`src/rtl/servo_pkg.sv`:
```
// Shared types and helpers for the hobby-servo pulse generator.
package servo_pkg;

  typedef enum logic [1:0] {
    DISABLED = 2'd0,
    RUN      = 2'd1,
    DRAIN    = 2'd2
  } servo_state_t;

  // Pulse widths and the microsecond counter are plain unsigned microseconds.
  typedef logic [14:0] width_t;

  localparam int POS_MAX    = 1000;
  localparam int POS_CENTER = 500;

  localparam logic [9:0] POS_MAX_V = 10'(POS_MAX);

  // Position command to pulse width; positions above full travel saturate.
  function automatic width_t clamp_width(input logic [9:0] pos, input width_t min_w);
    logic [9:0] p;
    p = (pos > POS_MAX_V) ? POS_MAX_V : pos;
    return min_w + width_t'(p);
  endfunction

endpackage

```
`src/rtl/servo_us_tick.sv`:
```
// Microsecond prescaler: one-clock us_tick strobe every DIV clocks.
// While clear is high the prescaler is parked at zero and no tick is produced,
// so the first tick after clear falls comes exactly DIV clocks later.
module servo_us_tick
  import servo_pkg::*;
#(
  parameter int DIV = 50
) (
  input  logic clk,
  input  logic rst_n,
  input  logic clear,
  output logic us_tick
);

  localparam int CW = (DIV > 1) ? $clog2(DIV) : 1;
  localparam logic [CW-1:0] LAST = CW'(DIV - 1);

  logic [CW-1:0] pre_cnt;
  logic          wrap;

  assign wrap    = (pre_cnt == LAST);
  assign us_tick = wrap && !clear;

  // Free-running divide-by-DIV counter, held at zero while cleared.
  always_ff @(posedge clk or negedge rst_n) begin
    if (!rst_n) begin
      pre_cnt <= '0;
    end else if (clear || wrap) begin
      pre_cnt <= '0;
    end else begin
      pre_cnt <= pre_cnt + CW'(1);
    end
  end

endmodule

```
`src/rtl/servo_pwm_gen.sv`:
```
// Multi-channel hobby-servo pulse generator.
// One pulse per channel per frame; commanded widths are latched into the
// per-channel shadow registers only at frame boundaries, so a pulse in flight
// is never shortened or stretched.
// Build option: define SERVO_SLEW_EN to rate-limit each channel's width change
// to SLEW_STEP_US per frame; otherwise the shadow jumps straight to the target.
module servo_pwm_gen
  import servo_pkg::*;
#(
  parameter int CLK_HZ       = 50_000_000,
  parameter int NUM_CH       = 3,
  parameter int FRAME_US     = 20000,
  parameter int MIN_US       = 1000,
  parameter int SLEW_STEP_US = 100
) (
  input  logic              clk,
  input  logic              rst_n,
  input  logic              enable,
  input  logic              cmd_valid,
  output logic              cmd_ready,
  input  logic [1:0]        cmd_ch,
  input  logic [9:0]        cmd_pos,
  output logic [NUM_CH-1:0] pwm,
  output logic              frame_start,
  output logic              active
);

  localparam int     DIV      = CLK_HZ / 1_000_000;
  localparam width_t MIN_W    = width_t'(MIN_US);
  localparam width_t CENTER_W = width_t'(MIN_US + POS_CENTER);
  localparam width_t LAST_US  = width_t'(FRAME_US - 1);

`ifdef SERVO_SLEW_EN
  localparam width_t STEP_W = width_t'(SLEW_STEP_US);
`else
  // A step at least as large as full travel turns the slew into a direct load.
  localparam width_t STEP_W = width_t'((SLEW_STEP_US > POS_MAX) ? SLEW_STEP_US : POS_MAX);
`endif

  // Move cur toward tgt by at most STEP_W, never past tgt.
  function automatic width_t slew_toward(input width_t cur, input width_t tgt);
    width_t w;
    if (tgt > cur) begin
      w = ((tgt - cur) > STEP_W) ? (cur + STEP_W) : tgt;
    end else begin
      w = ((cur - tgt) > STEP_W) ? (cur - STEP_W) : tgt;
    end
    return w;
  endfunction

  servo_state_t state;
  servo_state_t state_nxt;

  logic   tick_hold;
  logic   us_tick;
  logic   frame_end;
  logic   new_frame;
  logic   accept;
  logic   rdy_q;
  width_t us_cnt;
  width_t target [NUM_CH];
  width_t shadow [NUM_CH];

  logic [NUM_CH-1:0] pwm_p1;
  logic              frame_start_p1;

  assign tick_hold = (state == DISABLED);

  servo_us_tick #(
    .DIV (DIV)
  ) u_tick (
    .clk     (clk),
    .rst_n   (rst_n),
    .clear   (tick_hold),
    .us_tick (us_tick)
  );

  assign frame_end = us_tick && (us_cnt == LAST_US);
  assign accept    = cmd_valid && rdy_q;

  // Next-state logic; new_frame marks every edge on which a frame begins.
  always_comb begin
    state_nxt = state;
    new_frame = 1'b0;
    case (state)
      DISABLED: begin
        if (enable) begin
          state_nxt = RUN;
          new_frame = 1'b1;
        end
      end
      RUN: begin
        new_frame = frame_end;
        if (!enable) begin
          state_nxt = DRAIN;
        end
      end
      DRAIN: begin
        if (enable) begin
          state_nxt = RUN;
          new_frame = frame_end;
        end else if (frame_end) begin
          state_nxt = DISABLED;
        end
      end
      default: begin
        state_nxt = DISABLED;
      end
    endcase
  end

  // State register.
  always_ff @(posedge clk or negedge rst_n) begin
    if (!rst_n) begin
      state <= DISABLED;
    end else begin
      state <= state_nxt;
    end
  end

  // Microsecond position within the frame; parked at zero while disabled.
  always_ff @(posedge clk or negedge rst_n) begin
    if (!rst_n) begin
      us_cnt <= '0;
    end else if (state == DISABLED) begin
      us_cnt <= '0;
    end else if (us_tick) begin
      us_cnt <= frame_end ? '0 : (us_cnt + 15'd1);
    end
  end

  // Command port is always ready once out of reset.
  always_ff @(posedge clk or negedge rst_n) begin
    if (!rst_n) begin
      rdy_q <= 1'b0;
    end else begin
      rdy_q <= 1'b1;
    end
  end

  // Capture commanded widths; commands for channels that do not exist are dropped.
  always_ff @(posedge clk or negedge rst_n) begin
    if (!rst_n) begin
      for (int i = 0; i < NUM_CH; i++) begin
        target[i] <= CENTER_W;
      end
    end else begin
      for (int i = 0; i < NUM_CH; i++) begin
        if (accept && (cmd_ch == 2'(i))) begin
          target[i] <= clamp_width(cmd_pos, MIN_W);
        end
      end
    end
  end

  // Latch the width used for the whole coming frame from the pre-edge target.
  always_ff @(posedge clk or negedge rst_n) begin
    if (!rst_n) begin
      for (int i = 0; i < NUM_CH; i++) begin
        shadow[i] <= CENTER_W;
      end
    end else if (new_frame) begin
      for (int i = 0; i < NUM_CH; i++) begin
        shadow[i] <= slew_toward(shadow[i], target[i]);
      end
    end
  end

  // Output stage p1: registered pulse compare and frame strobe.
  always_ff @(posedge clk or negedge rst_n) begin
    if (!rst_n) begin
      pwm_p1         <= '0;
      frame_start_p1 <= 1'b0;
    end else begin
      frame_start_p1 <= new_frame;
      for (int i = 0; i < NUM_CH; i++) begin
        pwm_p1[i] <= (state != DISABLED) && (us_cnt < shadow[i]);
      end
    end
  end

  assign pwm         = pwm_p1;
  assign frame_start = frame_start_p1;
  assign active      = (state != DISABLED);
  assign cmd_ready   = rdy_q;

endmodule

```
`config.mk`:
```
export PLATFORM = sky130hd
export DESIGN_NAME = servo_pwm_gen
export DESIGN_NICKNAME = d
export VERILOG_FILES = /design/src/rtl/servo_pkg.sv /design/src/rtl/servo_us_tick.sv /design/src/rtl/servo_pwm_gen.sv
export SDC_FILE = /design/constraint.sdc
export NUM_CORES = 1
export LEC_CHECK = 0
export ABC_CLOCK_PERIOD_IN_PS = 2950
export BUFFER_PORTS_ARGS = -buffer_cell sky130_fd_sc_hd__buf_2
export CAP_MARGIN = 20
export CORE_UTILIZATION = 53
export DETAILED_ROUTE_END_ITERATION = 16
export GPL_ROUTABILITY_DRIVEN = 0
export PLACE_DENSITY = 0.72
export SKIP_LAST_GASP = 1
export SYNTH_ARGS = -nofsm -noshare
export SYNTH_HDL_FRONTEND = slang
export SYNTH_SLANG_ARGS = --single-unit
```
`constraint.sdc`:
```
create_clock -name clk -period 2.95 [get_ports clk]
set_input_delay 0.1475 -clock clk [delete_from_list [all_inputs] [get_ports clk]]
set_output_delay 0.1475 -clock clk [all_outputs]
set_load 0.05 [all_outputs]
```
==> qor.txt <==
outcome: finished, violations left
failing checks: negative setup slack
fmax: 311.3 MHz
fraction of registers with async set/reset: 100.0%
GRT overflow: 0
Num CTS Buffers: 9
yosys warns: 0
number of synthesized register bits: 106
CTS tree: yes
Slew Limit Fails: 0
Worst VDD drop: 897.7 uV
nets: 1671
Post-Syn Area: 0.01046 sq mm
most frequent cells in the layout: buf_4, ha_1, nand2_1, inv_1, nor2_1
initial DRC count: 1054
fin cells: 1802
slowest stage cell on the critical path: or4_4
CP Cell Sequence: inv_2, ha_4, inv_2, fa_2, a21oi_2, o221ai_2, and4_1, or2_1, xnor2_2, or4_4, buf_6, o21ai_4, nand4_1, o311ai_2
die area: 0.02029 sq mm
class of the worst hold path: input port to register
CP startpoint kind: register
Core Footprint: 0.01940 sq mm
routed via count: 11130
Storage cell area: 0.002706 sq mm
PortBufs: 21
Reg clk slew, reported paths: 0.07 ns
post-synth cell types: 102
Synth area leaders: dfrtp_1, ha_1, dfstp_2
ANT nets after route: 0
Post-Route Skew: 0.007262 ns
Max-Cap Viols: 0
count of flip-flops with a built-in enable after synthesis: 0
unrepaired setup endpoints after global routing: yes
root buffer cell: clkbuf_16
Syn Nets: 1375
setup violators final: 40
clk buf depth: 2
sequential share of the synthesized area: 25.87%
vias in the first global route: 10610
Hold Fails Final Rpt: 0
worst setup margin: -0.2628 ns
P_leak: 6.655 nW
setup TNS: -7.070 ns
Critical Path End Type: register
initial antenna violation count: 3
Pwr Total: 14.43 mW
worst skew pair latency: 0.36 ns
share of layout cells above drive strength 1: 38.45%
ys flop type: dfrtp_1
H-tree levels: 3
CTS sink cnt: 106
Placed Instances: 1731
Slew headroom: 34.39%
cells after synthesis: 1238
per-cell routed wire length: 19.17 um
Die Y: 142.5 um
DP Wirelength: 24140 um
first-pass GRT wire length: 52790 um
drt pass-1 iters: 6
critical path data required time: 3.21 ns
worst slew pin tran: 0.9783 ns
fin crit share: 108.9%
Global Route Usage Sum: 33.00%
commonest non-fill, non-tap cell in the layout: buf_4
Mapped Avg Cell Area: 8.445 sq um
critical path peak fanout: 5
most frequent CP cell: inv_2
synthesis-to-finish area growth: 38.25%
power per cell area: 998.5 mW/mm^2
layout filler cell count: 1375
Synth area leader: dfrtp_1
Multi-input gate area: 0.008198 sq mm
vias per inst: 6.178
initial core utilization: 53.90%
DP Worst Slack: -0.3727 ns
Crit Path Class: register to register
I/O pin count: 22
Arr. time, crit path: 3.47 ns
DRC viols: 0
Tmin final: 3.213 ns
# diodes: 0
top cell type's share of synthesized area: 15.32%
Die Wd: 142.5 um
slowest stage delay, CP: 0.47 ns
Rows: 51
largest net degree at the start of global routing: 43
WL final: 34540 um
[flip-flops by register name (all words and copies together), names as in the netlist]
name            count
cmd_ready           1
frame_start         1
pwm                 3
shadow             45
state               2
target             33
u_tick.pre_cnt      6
us_cnt             15
[synthesized netlist by cell type (7+ instances only)]
cell,count
nor2b_1,9
and4_1,7
o21ai_0,83
and3_1,17
nand4_1,20
a31oi_1,9
a31o_2,7
nor2_1,83
o211ai_1,10
a21oi_2,7
nand3_1,39
o21bai_1,7
inv_1,101
a21o_1,38
nor3_1,37
a211oi_1,18
o21ai_1,7
a221oi_1,9
ha_1,118
nand2_1,94
mux2i_1,15
o311ai_0,7
a2111oi_0,7
or3_1,17
nand2b_1,14
o22ai_1,7
o21a_1,16
buf_2,17
and2_1,9
dfstp_2,42
a21oi_1,69
clkbuf_1,26
o221ai_1,12
xor2_1,22
nor4_1,12
dfrtp_1,64
xnor2_1,25
[worst max-delay path: cells and delay by family, from the launching register on]
family                   cells  cell delay (ns)
AO/OA/AOI/OAI                4             0.67
XOR/XNOR                     1             0.15
adder cells (fa/ha/maj)      2             0.50
buffers and inverters        3             0.27
flip-flops                   1             0.39
AND/OR/NAND/NOR              4             1.12
[report_power, final]
group	total [mW]	switching (mW)	internal, mW
sequential	2.42	0.443	1.98
combinational	10.9	5.66	5.22
clock	1.13	0.560	0.567
[path summary, 6_finish.rpt]
| kind | start | end | cells past startpoint | slack [ns] |
|---|---|---|---|---|
| hold / removal | cmd_ch[0] | target[34] | 4 | 0.11 |
| hold reg to reg | state[1] | state[0] | 1 | 0.47 |
| setup / recovery | target[0] | shadow[7] | 14 | -0.26 |
| max in group asynchronous | rst_n | shadow[36] | 3 | 1.79 |
| min in group asynchronous | rst_n | shadow[13] | 2 | 0.31 |
| setup reg to reg | target[0] | shadow[7] | 14 | -0.26 |
[layer usage]
layer,global-route usage (%),vias to the layer above,wire length (um)
met5,0,-,0
met4,12.00,0,986
met3,4.004,107,2187
met2,56.94,487,16910
met1,42.25,5351,14460
li1,-,5187,-
[area by class of cell]
| class | count | share of cell area, % |
|---|---|---|
| timing repair buffer | 332 | 17.88 |
| multi-input combinational | 982 | 56.72 |
| inverter | 103 | 2.675 |
| clock buffer | 13 | 1.662 |
| sequential | 106 | 18.72 |
| tap | 265 | 2.294 |
| clock inverter | 1 | 0.05194 |
[logic make-up after synthesis]
family / Yosys count / share of synthesized area [%]
AO/OA/AOI/OAI: 404 / 28.39
XOR/XNOR: 47 / 3.937
adder cells (fa/ha/maj): 121 / 14.70
buffers and inverters: 152 / 5.984
flip-flops: 106 / 25.87
multiplexers: 22 / 2.441
other: 1 / 0.03587
AND/OR/NAND/NOR: 385 / 18.65
[metrics by stage]
| stage | hold slack [ns] | utilization [%] | area (sq um) |
|---|---|---|---|
| 2_1_floorplan | -0.1481 | - | 10660 |
| 3_3_place_gp | 0.1630 | 65.87 | 12780 |
| 3_5_place_dp | 0.1696 | 65.87 | 12780 |
| 4_1_cts | 0.09218 | 71.17 | 13810 |
| 5_1_grt | 0.1305 | 74.51 | 14450 |
| 6_report | 0.1069 | 74.51 | 14450 |
[timing repair]
item | CTS | global route
gates resized for setup | 125 | 86
hold buffers | 2 | 0
pin swaps | 68 | 70
setup endpoints to repair | 45 | 44
setup buffers | 27 | 29
hold endpoints to repair | 25 | 0
cloned | 2 | 1
(Power assumes the default switching activity.)
